File: config.mk
export PLATFORM = sky130hd
export DESIGN_NAME = spike_tdoa_decoder_3ch_flat
export DESIGN_NICKNAME = d
export VERILOG_FILES = /design/src/rtl/spike_tdoa_decoder_3ch_pkg.sv /design/src/rtl/spike_tdoa_decoder_3ch_if.sv /design/src/rtl/spike_tdoa_decoder_3ch_chan_acc.sv /design/src/rtl/spike_tdoa_decoder_3ch.sv /design/src/flat_wrapper.sv
export SDC_FILE = /design/constraint.sdc
export NUM_CORES = 1
export LEC_CHECK = 0
export ABC_CLOCK_PERIOD_IN_PS = 4200
export BUFFER_PORTS_ARGS = -buffer_cell sky130_fd_sc_hd__buf_2
export CAP_MARGIN = 10
export CORE_UTILIZATION = 45
export DETAILED_ROUTE_END_ITERATION = 16
export PLACE_DENSITY_LB_ADDON = 0.15
export SKIP_LAST_GASP = 1
export SYNTH_ARGS = -nofsm -noshare
export SYNTH_HDL_FRONTEND = slang
export SYNTH_SLANG_ARGS = --single-unit
File: constraint.sdc
create_clock -name clk -period 4.2 [get_ports clk]
set_clock_uncertainty 0.15 [all_clocks]
set_input_delay 1.26 -clock clk [delete_from_list [all_inputs] [get_ports clk]]
set_output_delay 1.26 -clock clk [all_outputs]
set_load 0.005 [all_outputs]
File: src/rtl/spike_tdoa_decoder_3ch_pkg.sv
// Shared types and constants for the 3-channel spike TDOA decoder.
package spike_decode_pkg;

    typedef enum logic [1:0] {
        IDLE    = 2'd0,
        COLLECT = 2'd1,
        REPORT  = 2'd2
    } dec_state_e;

    localparam int unsigned NCH   = 3;
    localparam logic [1:0]  NO_CH = 2'd3;

endpackage

File: src/rtl/spike_tdoa_decoder_3ch_if.sv
// Control, spike and result signals of the spike TDOA decoder.
interface spike_tdoa_decoder_3ch_if #(
    parameter int unsigned CNT_W = 8,
    parameter int unsigned TS_W  = 10
);
    import spike_decode_pkg::*;

    logic                 clk_en;
    logic                 start_i;
    logic [NCH-1:0]       spike_i;
    logic                 busy_o;
    logic                 valid_o;
    logic [CNT_W-1:0]     count_o    [NCH];
    logic [TS_W-1:0]      first_ts_o [NCH];
    logic [NCH-1:0]       seen_o;
    logic [1:0]           dense_ch_o;
    logic [1:0]           first_ch_o;

    modport master (
        output clk_en, start_i, spike_i,
        input  busy_o, valid_o, count_o, first_ts_o, seen_o, dense_ch_o, first_ch_o
    );

    modport slave (
        input  clk_en, start_i, spike_i,
        output busy_o, valid_o, count_o, first_ts_o, seen_o, dense_ch_o, first_ch_o
    );

endinterface

File: src/rtl/spike_tdoa_decoder_3ch_chan_acc.sv
// Per-channel accumulator: saturating spike count plus first-arrival timestamp capture.
module spike_chan_acc
    import spike_decode_pkg::*;
#(
    parameter int unsigned CNT_W = 8,
    parameter int unsigned TS_W  = 10
) (
    input  logic             clk,
    input  logic             rst_n,
    input  logic             i_clear,
    input  logic             i_collect,
    input  logic             i_spike,
    input  logic [TS_W-1:0]  i_timer,
    output logic [CNT_W-1:0] o_count,
    output logic [TS_W-1:0]  o_ts,
    output logic             o_seen
);

    logic [CNT_W-1:0] r_count;
    logic [TS_W-1:0]  r_ts;
    logic             r_seen;

    always_ff @(posedge clk) begin
        if (!rst_n || i_clear) begin
            r_count <= '0;
            r_ts    <= '1;
            r_seen  <= 1'b0;
        end else if (i_collect && i_spike) begin
            if (r_count != '1) begin
                r_count <= r_count + 1'b1;
            end
            if (!r_seen) begin
                r_ts   <= i_timer;
                r_seen <= 1'b1;
            end
        end
    end

    assign o_count = r_count;
    assign o_ts    = r_ts;
    assign o_seen  = r_seen;

endmodule

File: src/rtl/spike_tdoa_decoder_3ch.sv
// Windowed 3-channel spike decoder: per-channel counts and first arrivals,
// reporting the densest and earliest channels at window end.
module spike_tdoa_decoder_3ch
    import spike_decode_pkg::*;
#(
    parameter int unsigned WIN_CYCLES = 1024,
    parameter int unsigned CNT_W      = 8,
    parameter int unsigned TS_W       = $clog2(WIN_CYCLES)
) (
    input  logic                    clk,
    input  logic                    rst_n,
    spike_tdoa_decoder_3ch_if.slave bus
);

    localparam logic [TS_W-1:0] LAST_TS = TS_W'(WIN_CYCLES - 1);

    dec_state_e       r_state;
    dec_state_e       w_next;
    logic             w_clear;
    logic             w_collect;
    logic             w_report;
    logic             w_last;
    logic [TS_W-1:0]  r_timer;

    logic [CNT_W-1:0] w_acc_count [NCH];
    logic [TS_W-1:0]  w_acc_ts    [NCH];
    logic [NCH-1:0]   w_acc_seen;

    logic [1:0]       w_dense;
    logic [1:0]       w_first;
    logic [CNT_W-1:0] w_max;
    logic [TS_W-1:0]  w_min;
    logic             w_any;

    logic             r_valid;
    logic [CNT_W-1:0] r_count_o [NCH];
    logic [TS_W-1:0]  r_ts_o    [NCH];
    logic [NCH-1:0]   r_seen_o;
    logic [1:0]       r_dense;
    logic [1:0]       r_first;

    assign w_last = (r_timer == LAST_TS);

    always_ff @(posedge clk) begin
        if (!rst_n) begin
            r_state <= IDLE;
        end else begin
            r_state <= w_next;
        end
    end

    always_comb begin
        w_next    = r_state;
        w_clear   = 1'b0;
        w_collect = 1'b0;
        w_report  = 1'b0;
        if (bus.clk_en) begin
            case (r_state)
                IDLE: begin
                    if (bus.start_i) begin
                        w_clear = 1'b1;
                        w_next  = COLLECT;
                    end
                end
                COLLECT: begin
                    w_collect = 1'b1;
                    if (w_last) begin
                        w_next = REPORT;
                    end
                end
                REPORT: begin
                    w_report = 1'b1;
                    w_next   = IDLE;
                end
                default: w_next = IDLE;
            endcase
        end
    end

    // Timer holds at the last value instead of wrapping; the FSM leaves COLLECT there.
    always_ff @(posedge clk) begin
        if (!rst_n || w_clear) begin
            r_timer <= '0;
        end else if (w_collect && !w_last) begin
            r_timer <= r_timer + 1'b1;
        end
    end

    for (genvar k = 0; k < NCH; k++) begin : g_ch
        spike_chan_acc #(
            .CNT_W (CNT_W),
            .TS_W  (TS_W)
        ) u_acc (
            .clk       (clk),
            .rst_n     (rst_n),
            .i_clear   (w_clear),
            .i_collect (w_collect),
            .i_spike   (bus.spike_i[k]),
            .i_timer   (r_timer),
            .o_count   (w_acc_count[k]),
            .o_ts      (w_acc_ts[k]),
            .o_seen    (w_acc_seen[k])
        );
    end

    // Strict comparisons keep the lowest index on ties.
    always_comb begin
        w_dense = NO_CH;
        w_max   = '0;
        for (int unsigned k = 0; k < NCH; k++) begin
            if (w_acc_count[k] > w_max) begin
                w_max   = w_acc_count[k];
                w_dense = 2'(k);
            end
        end
    end

    // Seen flags gate the search so a genuine all-ones timestamp still qualifies.
    always_comb begin
        w_first = NO_CH;
        w_min   = '1;
        w_any   = 1'b0;
        for (int unsigned k = 0; k < NCH; k++) begin
            if (w_acc_seen[k] && (!w_any || (w_acc_ts[k] < w_min))) begin
                w_any   = 1'b1;
                w_min   = w_acc_ts[k];
                w_first = 2'(k);
            end
        end
    end

    always_ff @(posedge clk) begin
        if (!rst_n) begin
            r_valid  <= 1'b0;
            r_seen_o <= '0;
            r_dense  <= NO_CH;
            r_first  <= NO_CH;
            for (int unsigned k = 0; k < NCH; k++) begin
                r_count_o[k] <= '0;
                r_ts_o[k]    <= '1;
            end
        end else begin
            r_valid <= w_report;
            if (w_report) begin
                r_seen_o <= w_acc_seen;
                r_dense  <= w_dense;
                r_first  <= w_first;
                for (int unsigned k = 0; k < NCH; k++) begin
                    r_count_o[k] <= w_acc_count[k];
                    r_ts_o[k]    <= w_acc_seen[k] ? w_acc_ts[k] : '1;
                end
            end
        end
    end

    assign bus.busy_o     = (r_state != IDLE);
    assign bus.valid_o    = r_valid;
    assign bus.count_o    = r_count_o;
    assign bus.first_ts_o = r_ts_o;
    assign bus.seen_o     = r_seen_o;
    assign bus.dense_ch_o = r_dense;
    assign bus.first_ch_o = r_first;

endmodule

File: src/flat_wrapper.sv
// flat-port wrapper written by rule: the top's interface ports become plain ports
module spike_tdoa_decoder_3ch_flat import spike_decode_pkg::*;
#(
    parameter int unsigned WIN_CYCLES = 1024,
    parameter int unsigned CNT_W      = 8,
    parameter int unsigned TS_W       = $clog2(WIN_CYCLES)
)
  (clk, rst_n, bus_clk_en, bus_start_i, bus_spike_i, bus_busy_o, bus_valid_o, bus_count_o, bus_first_ts_o, bus_seen_o, bus_dense_ch_o, bus_first_ch_o);
  spike_tdoa_decoder_3ch_if #(.CNT_W(CNT_W), .TS_W(TS_W)) bus_i ();
  input  logic clk;
  input  logic rst_n;
  input wire logic [$bits(bus_i.clk_en)-1:0] bus_clk_en;
  input wire logic [$bits(bus_i.start_i)-1:0] bus_start_i;
  input wire logic [$bits(bus_i.spike_i)-1:0] bus_spike_i;
  output wire logic [$bits(bus_i.busy_o)-1:0] bus_busy_o;
  output wire logic [$bits(bus_i.valid_o)-1:0] bus_valid_o;
  output wire logic [$bits(bus_i.count_o)-1:0] bus_count_o;
  output wire logic [$bits(bus_i.first_ts_o)-1:0] bus_first_ts_o;
  output wire logic [$bits(bus_i.seen_o)-1:0] bus_seen_o;
  output wire logic [$bits(bus_i.dense_ch_o)-1:0] bus_dense_ch_o;
  output wire logic [$bits(bus_i.first_ch_o)-1:0] bus_first_ch_o;
  assign bus_i.clk_en = bus_clk_en;
  assign bus_i.start_i = bus_start_i;
  assign bus_i.spike_i = bus_spike_i;
  assign bus_busy_o = bus_i.busy_o;
  assign bus_valid_o = bus_i.valid_o;
  assign bus_count_o = {>>{bus_i.count_o}};
  assign bus_first_ts_o = {>>{bus_i.first_ts_o}};
  assign bus_seen_o = bus_i.seen_o;
  assign bus_dense_ch_o = bus_i.dense_ch_o;
  assign bus_first_ch_o = bus_i.first_ch_o;
  spike_tdoa_decoder_3ch #(.WIN_CYCLES(WIN_CYCLES), .CNT_W(CNT_W), .TS_W(TS_W)) u_core (.clk(clk), .rst_n(rst_n), .bus(bus_i));
endmodule
=== After elaboration in Yosys (flattened, before gate mapping) ===
Cells that the tools add are included.

* $add $sub $neg: 4
* Multiply operators: 0
* Div/mod/pow operators: 0
* $lt $le $gt $ge: 5
* Equal/unequal tests: 8
* Shift-type cells: 0
* Muxes and demuxes: 24
* Bitwise operators: 3
* Reduce and logical (&&, ||, !) cells: 22

{| class="wikitable"
|+ Operator list
! cell !! count
|-
| 10-bit 2-to-1 mux || 4
|-
| 8-bit by 1-bit adder with 8-bit output, second input constant || 3
|-
| 8-bit != test, second input constant || 3
|-
| 10-bit less-than comparator || 2
|-
| 8-bit greater-than comparator || 2
|-
| 2-bit 2-to-1 mux || 8
|-
| 8-bit 2-to-1 mux || 2
|-
| 2-bit AND reduction || 6
|-
| 10-bit by 1-bit adder with 10-bit output, second input constant || 1
|-
| 10-bit equality test, second input constant || 1
|-
| 1-bit 2-to-1 mux || 9
|-
| 8-bit by 1-bit greater-than comparator with 1-bit output, second input constant || 1
|-
| 1-bit logical AND || 6
|-
| 1-bit zero test || 4
|-
| 2-bit one-hot mux with 2 select lines || 1
|-
| 1-bit logical OR || 3
|-
| 1-bit NOT || 3
|-
| 3-bit AND reduction || 1
|-
| 2-bit by 1-bit equality test with 1-bit output, second input constant || 1
|-
| 2-bit equality test, second input constant || 1
|-
| 2-bit zero test || 1
|-
| 2-bit by 1-bit != test with 1-bit output, second input constant || 1
|-
| 2-bit != test, second input constant || 1
|-
| 2-bit nonzero test || 1
|}

* Register bits: 131
* Bits in latches: 0
* Memory bits (writable): 0
* Bits in read-only memories: 0
* Logic and storage cells: 87
* Memories kept: 0

=== Depth between registers and ports, before layout ===
* Depth in word-level cells: 9
* Depth in mapped cells: 22

=== Modules after synthesis ===
Synthesis repeated with hierarchy kept, for this count alone.

* Cell total of the unflattened synthesis: 758
* Area, all modules: 6272.3 µm²

{| class="wikitable"
|+ Modules (own cells, without submodules)
! module !! instances !! cells an instance !! area each (µm²) !! sequential area each (µm²)
|-
| spike_tdoa_decoder_3ch || 1 || 473 || 3945.0 || 1481.4
|-
| spike_chan_acc || 3 || 95 || 775.7 || 380.4
|}

=== Worst setup path before layout ===
No wires, ideal clock.

* Path kind: flip-flop to flip-flop
* Start point: register u_core.g_ch[0].u_acc.r_seen
* End point: register u_core.r_first[0], in the netlist u_core.bus.first_ch_o[0]
* Library setup time: 0.138 ns
* Data arrival time: 3.494 ns
* Required time: 3.912 ns
* Slack: 0.418 ns
* Stages on the path, launching flop included: 16
* Buffers on the path: 0
* Period minus slack after synthesis: 3.782 ns
* Cells stage by stage: dfxtp_1 > nor2b_1 > ha_1 > a221o_1 > a311oi_2 > nor2_1 > o21ai_2 > nand2_4 > mux2_4 > ha_1 > a21oi_1 > a21oi_1 > a2111oi_0 > o311ai_0 > a211oi_2 > o311ai_1

* Cells in the longest elaborated chain, start to end: 9

{| class="wikitable"
|+ Ends and longest elaborated chain
! what !! line !! source
|-
| start: declaration || spike_tdoa_decoder_3ch_chan_acc.sv:21 || <nowiki>logic r_seen;</nowiki>
|-
| start signal: assignment || spike_tdoa_decoder_3ch_chan_acc.sv:27 || <nowiki>r_seen <= 1'b0;</nowiki>
|-
| start signal: assignment || spike_tdoa_decoder_3ch_chan_acc.sv:34 || <nowiki>r_seen <= 1'b1;</nowiki>
|-
| 10-bit 2-to-1 mux or 1-bit 2-to-1 mux (tied branches) || spike_tdoa_decoder_3ch.sv:124 || <nowiki>if (w_acc_seen[k] && (!w_any || (w_acc_ts[k] < w_min))) begin</nowiki>
|-
| 10-bit less-than comparator or 1-bit zero test (tied branches) || spike_tdoa_decoder_3ch.sv:124 ||
|-
| 1-bit logical OR || spike_tdoa_decoder_3ch.sv:124 ||
|-
| 1-bit logical AND || spike_tdoa_decoder_3ch.sv:124 ||
|-
| 10-bit 2-to-1 mux or 1-bit 2-to-1 mux (tied branches) || spike_tdoa_decoder_3ch.sv:124 ||
|-
| 10-bit less-than comparator or 1-bit zero test (tied branches) || spike_tdoa_decoder_3ch.sv:124 ||
|-
| 1-bit logical OR || spike_tdoa_decoder_3ch.sv:124 ||
|-
| 1-bit logical AND || spike_tdoa_decoder_3ch.sv:124 ||
|-
| 2-bit 2-to-1 mux * || spike_tdoa_decoder_3ch.sv:124 ||
|-
| end signal: assignment || spike_tdoa_decoder_3ch.sv:147 || <nowiki>r_first <= w_first;</nowiki>
|-
| end: declaration || spike_tdoa_decoder_3ch.sv:40 || <nowiki>logic [1:0] r_first;</nowiki>
|}

Every way passes the cells marked *; elsewhere a longest branch is shown, timed or not.
A chain may end at the register's enable or synchronous reset.

=== Worst setup path in the final report ===
Ends and elaborated chain as after synthesis.

==> impl_metrics.env <==
export IMPL_status="finished, final reports clean"
export IMPL_cts_inserted_buffers=17
export IMPL_wire_per_inst_um=15.3
export IMPL_clk_tree_root_cell="sky130_fd_sc_hd__clkbuf_16"
export IMPL_tritoncts_clock_tree="yes"
export IMPL_post_synth_num_cell_types=46
export IMPL_areaGrowthSynthToFinish_pct=18.2
export IMPL_grt_pass1_wl_mm=24.6
export IMPL_ys_warnings_count=0
export IMPL_drive_above_1_share_pct=17.2
export IMPL_initial_antenna_violation_count=0
export IMPL_clk_insertion_delay_late_ns=0.42
export IMPL_gp_routability_congestion=0.889
export IMPL_timing_critical_path_cells="nor2b_2 -> ha_1 -> a221o_1 -> a311oi_2 -> nor2_1 -> o21ai_2 -> nand2_4 -> mux2_4 -> ha_1 -> a21oi_1 -> a21oi_1 -> a2111oi_1 -> o311ai_0 -> a211oi_2 -> o311ai_1"
export IMPL_holdBufCountCts=0
export IMPL_p_leak_nw=3.06
export IMPL_post_drt_via_cell_ratio=5.29
export IMPL_clock_sinks=131
export IMPL_layout_cell_area_non_filler_mm2=0.00714
export IMPL_globalRoute_totalOverflow=0
export IMPL_timing_max_cap_violations=0
export IMPL_first_global_vias=4668
export IMPL_drv_slew=0
export IMPL_synth_nets=766
export IMPL_finalSetupViolCount=0
export IMPL_drc_errors=0
export IMPL_yosys_top_cells_area="sky130_fd_sc_hd__dfxtp_1 43%, sky130_fd_sc_hd__nand2_1 8.8%, sky130_fd_sc_hd__ha_1 7.9%"
export IMPL_placeableCoreArea_mm2=0.0129
export IMPL_clock_tree_buffer_depth=2
export IMPL_clock_pin_slew_of_the_registers_on_the_worst_case_setup_and_hold_paths_ns=0.06
export IMPL_hold_class="flop to flop"
export IMPL_critPathRequiredTime_ns=4.33
export IMPL_async_reset_ff_share_pct=0
export IMPL_syn_instance_count=721
export IMPL_n_antenna_cell=0
export IMPL_detail_route_iter0_violations=304
export IMPL_io_pins=70
export IMPL_peakVddDrop_mv=0.229
export IMPL_yosys_area_top_type="sky130_fd_sc_hd__dfxtp_1"
export IMPL_setup_repair_after_global_routing_missed_its_margin="yes"
export IMPL_die_area_mm2=0.0139
export IMPL_drt_pass1_iter_count=5
export IMPL_die_height_um=118
export IMPL_critical_path_endpoint_type="flop"
export IMPL_yosysSeqAreaShare_pct=43.4
export IMPL_htree_levels=4
export IMPL_criticalPathCategory="flop to flop"
export IMPL_numPortBuffers=69
export IMPL_synth_edff_count=0
export IMPL_final_fill_count=1192
export IMPL_synth_compound_gate_area_share_pct=14.2
export IMPL_hold_viol=0
export IMPL_wirelength_mm=14.8
export IMPL_maxClockFrequency_mhz=249
export IMPL_critical_path_max_stage_delay_ns=0.38
export IMPL_post_synthesis_adder_cell_area_fraction_pct=7.87
export IMPL_power_per_cell_area_mw_per_mm2=386
export IMPL_yosys_mux_area_fraction_pct=3.81
export IMPL_grt_max_degree=38
export IMPL_site_rows=41
export IMPL_final_period_utilization_pct=95.4
export IMPL_ys_seq_elements=131
export IMPL_post_synth_cell_area_avg_um2=8.38
export IMPL_total_power_mw=2.75
export IMPL_floorplan_initialDensity_pct=46.9
export IMPL_synth_simple_area_share_pct=22.6
export IMPL_path_max_fanout=9
export IMPL_synth_top_family_by_area="simple AND/OR/NAND/NOR gates"
export IMPL_timing_critical_path_from_type="flop"
export IMPL_synth_xor_xnor_area_share_pct=3.91
export IMPL_post_route_min_period_ns=4.01
export IMPL_fp_dieW_um=118
export IMPL_netlist_area_mm2=0.00604
export IMPL_synth_ff_type="sky130_fd_sc_hd__dfxtp_1"
export IMPL_slowest_stage="sky130_fd_sc_hd__dfxtp_1"
export IMPL_via_count=5104
export IMPL_final_antenna_net_count=0
export IMPL_hpwl_mm=11.2
export IMPL_max_slew_margin_rel_pct=39.3
export IMPL_synth_top_area_share_pct=43.4
export IMPL_postPlaceCellArea_mm2=0.00653
export IMPL_cp_data_arrival_time_ns=4.14
export IMPL_tightestPinTransition_ns=0.907
export IMPL_nNetsFinal=825
export IMPL_groute_usage_overall_pct=22.4
## Yosys cell counts (all sizes together) (8+ instances only)
cell type    n
nand2      142
dfxtp      131
nor2        71
ha          38
clkbuf      36
o21ai       33
nand3       32
inv         27
a21boi      26
nor3        25
o211ai      23
a21oi       21
nor2b       14
xor2        14
xnor2       13
nand4       12
mux2i       11
mux2         8
## timing repair
action | 4_1_cts | 5_1_grt
endpoints found under the setup margin | 0 | 4
hold endpoints to repair | 0 | 0
resized for setup | 0 | 4
buffers inserted | 0 | 1
## placed cells by master, fill, tap and decap left out, types with 2 or more instances in the layout
master	n
sky130_fd_sc_hd__xnor2_1	13
sky130_fd_sc_hd__clkbuf_16	17
sky130_fd_sc_hd__o21bai_1	2
sky130_fd_sc_hd__o21a_1	2
sky130_fd_sc_hd__a21oi_1	21
sky130_fd_sc_hd__mux2_4	8
sky130_fd_sc_hd__a21boi_0	26
sky130_fd_sc_hd__a211o_1	2
sky130_fd_sc_hd__o21ai_0	31
sky130_fd_sc_hd__nand4_1	12
sky130_fd_sc_hd__or3_1	4
sky130_fd_sc_hd__mux2i_1	11
sky130_fd_sc_hd__nor2_1	69
sky130_fd_sc_hd__buf_2	69
sky130_fd_sc_hd__nand2_1	141
sky130_fd_sc_hd__nand3_1	32
sky130_fd_sc_hd__nor2b_1	12
sky130_fd_sc_hd__dfxtp_1	131
sky130_fd_sc_hd__buf_4	9
sky130_fd_sc_hd__a31oi_2	2
sky130_fd_sc_hd__clkinv_4	3
sky130_fd_sc_hd__clkinv_2	5
sky130_fd_sc_hd__xor2_1	14
sky130_fd_sc_hd__and3_1	4
sky130_fd_sc_hd__nor3_1	24
sky130_fd_sc_hd__a21o_1	4
sky130_fd_sc_hd__clkbuf_8	3
sky130_fd_sc_hd__inv_1	27
sky130_fd_sc_hd__o211ai_1	23
sky130_fd_sc_hd__ha_1	38
sky130_fd_sc_hd__clkinvlp_4	2
sky130_fd_sc_hd__or2_2	4
sky130_fd_sc_hd__a211oi_1	3
## layout make-up
cell class | instances | area [um2] | area share [%]
Clock buffer | 20 | 467 | 6.54
Timing Repair Buffer | 79 | 433 | 6.06
Tap cell | 172 | 215 | 3.01
Multi-Input combinational cell | 524 | 3200 | 44.8
Inverter | 27 | 101 | 1.42
Sequential cell | 131 | 2620 | 36.7
Clock inverter | 12 | 105 | 1.47
## cells by family (layout without fill, tap and decap cells)
family	count (synthesis)	after routing
xor+xnor	27	27
mux	19	19
compound gates	128	128
simple gates	312	312
fa+ha+maj	38	38
flops	131	131
buf+inv	66	138
## flip-flops by register name, summed over array words and instances (netlist names)
register,cells
u_core.g_ch.u_acc.o_ts,30
u_core.bus.first_ts_o,30
u_core.r_timer,10
u_core.r_state,2
u_core.g_ch.u_acc.o_seen,3
u_core.bus.seen_o,3
u_core.bus.first_ch_o,2
u_core.bus.count_o,24
u_core.bus.valid_o,1
u_core.bus.dense_ch_o,2
u_core.g_ch.u_acc.o_count,24
## path summary, 6_finish.rpt
kind | startpoint | end | slack [ns] | cells past startpoint
setup / recovery | u_core.g_ch[0].u_acc.o_seen$_SDFFE_PP0P_ | u_core.bus.first_ch_o[0]$_SDFFE_PN1P_ | 0.19 | 15
hold / removal | u_core.bus.count_o[22]$_SDFFE_PN0P_ | u_core.bus.count_o[22]$_SDFFE_PN0P_ | 0.31 | 2
setup reg to reg | u_core.g_ch[0].u_acc.o_seen$_SDFFE_PP0P_ | u_core.bus.first_ch_o[0]$_SDFFE_PN1P_ | 0.19 | 15
hold reg to reg | u_core.bus.count_o[22]$_SDFFE_PN0P_ | u_core.bus.count_o[22]$_SDFFE_PN0P_ | 0.31 | 2
## power breakdown
part           leakage, nW  internal (mW)  switching [mW]
Combinational         1.72         0.0336          0.0594
Clock                0.282          0.858           0.536
Sequential            1.06           1.25          0.0131
## through the flow
| stage | utilization, % | hold slack (ns) | setup WS, ns | std cells | setup TNS (ns) |
|---|---|---|---|---|---|
| floorplan | - | 0.291 | 0.418 | 721 | 0 |
| detailed placement | 50.7 | 0.305 | 0.120 | 932 | 0 |
| finish | 55.5 | 0.311 | 0.192 | 965 | 0 |
| CTS | 55.2 | 0.313 | 0.0941 | 964 | 0 |
| global route | 55.5 | 0.337 | -0.0595 | 965 | -0.0595 |
| global placement | 50.7 | 0.297 | 0.186 | 932 | 0 |
## worst max-delay path, delay by kind of cell, from the launching register on
kind	cells	cell delay [ns]
compound gates	9	2.01
fa+ha+maj	2	0.56
flops	1	0.38
mux	1	0.33
simple gates	3	0.44
## layer usage
| layer | vias up | GRT usage, % | routed length, um |
|---|---|---|---|
| met5 | - | 0 | 0 |
| met4 | 0 | 6.49 | 193 |
| met3 | 16 | 5.57 | 744 |
| met2 | 144 | 30.9 | 5970 |
| met1 | 2362 | 33.8 | 7890 |
| li1 | 2582 | - | - |
Note: power is estimated with default switching activity, not from simulation.
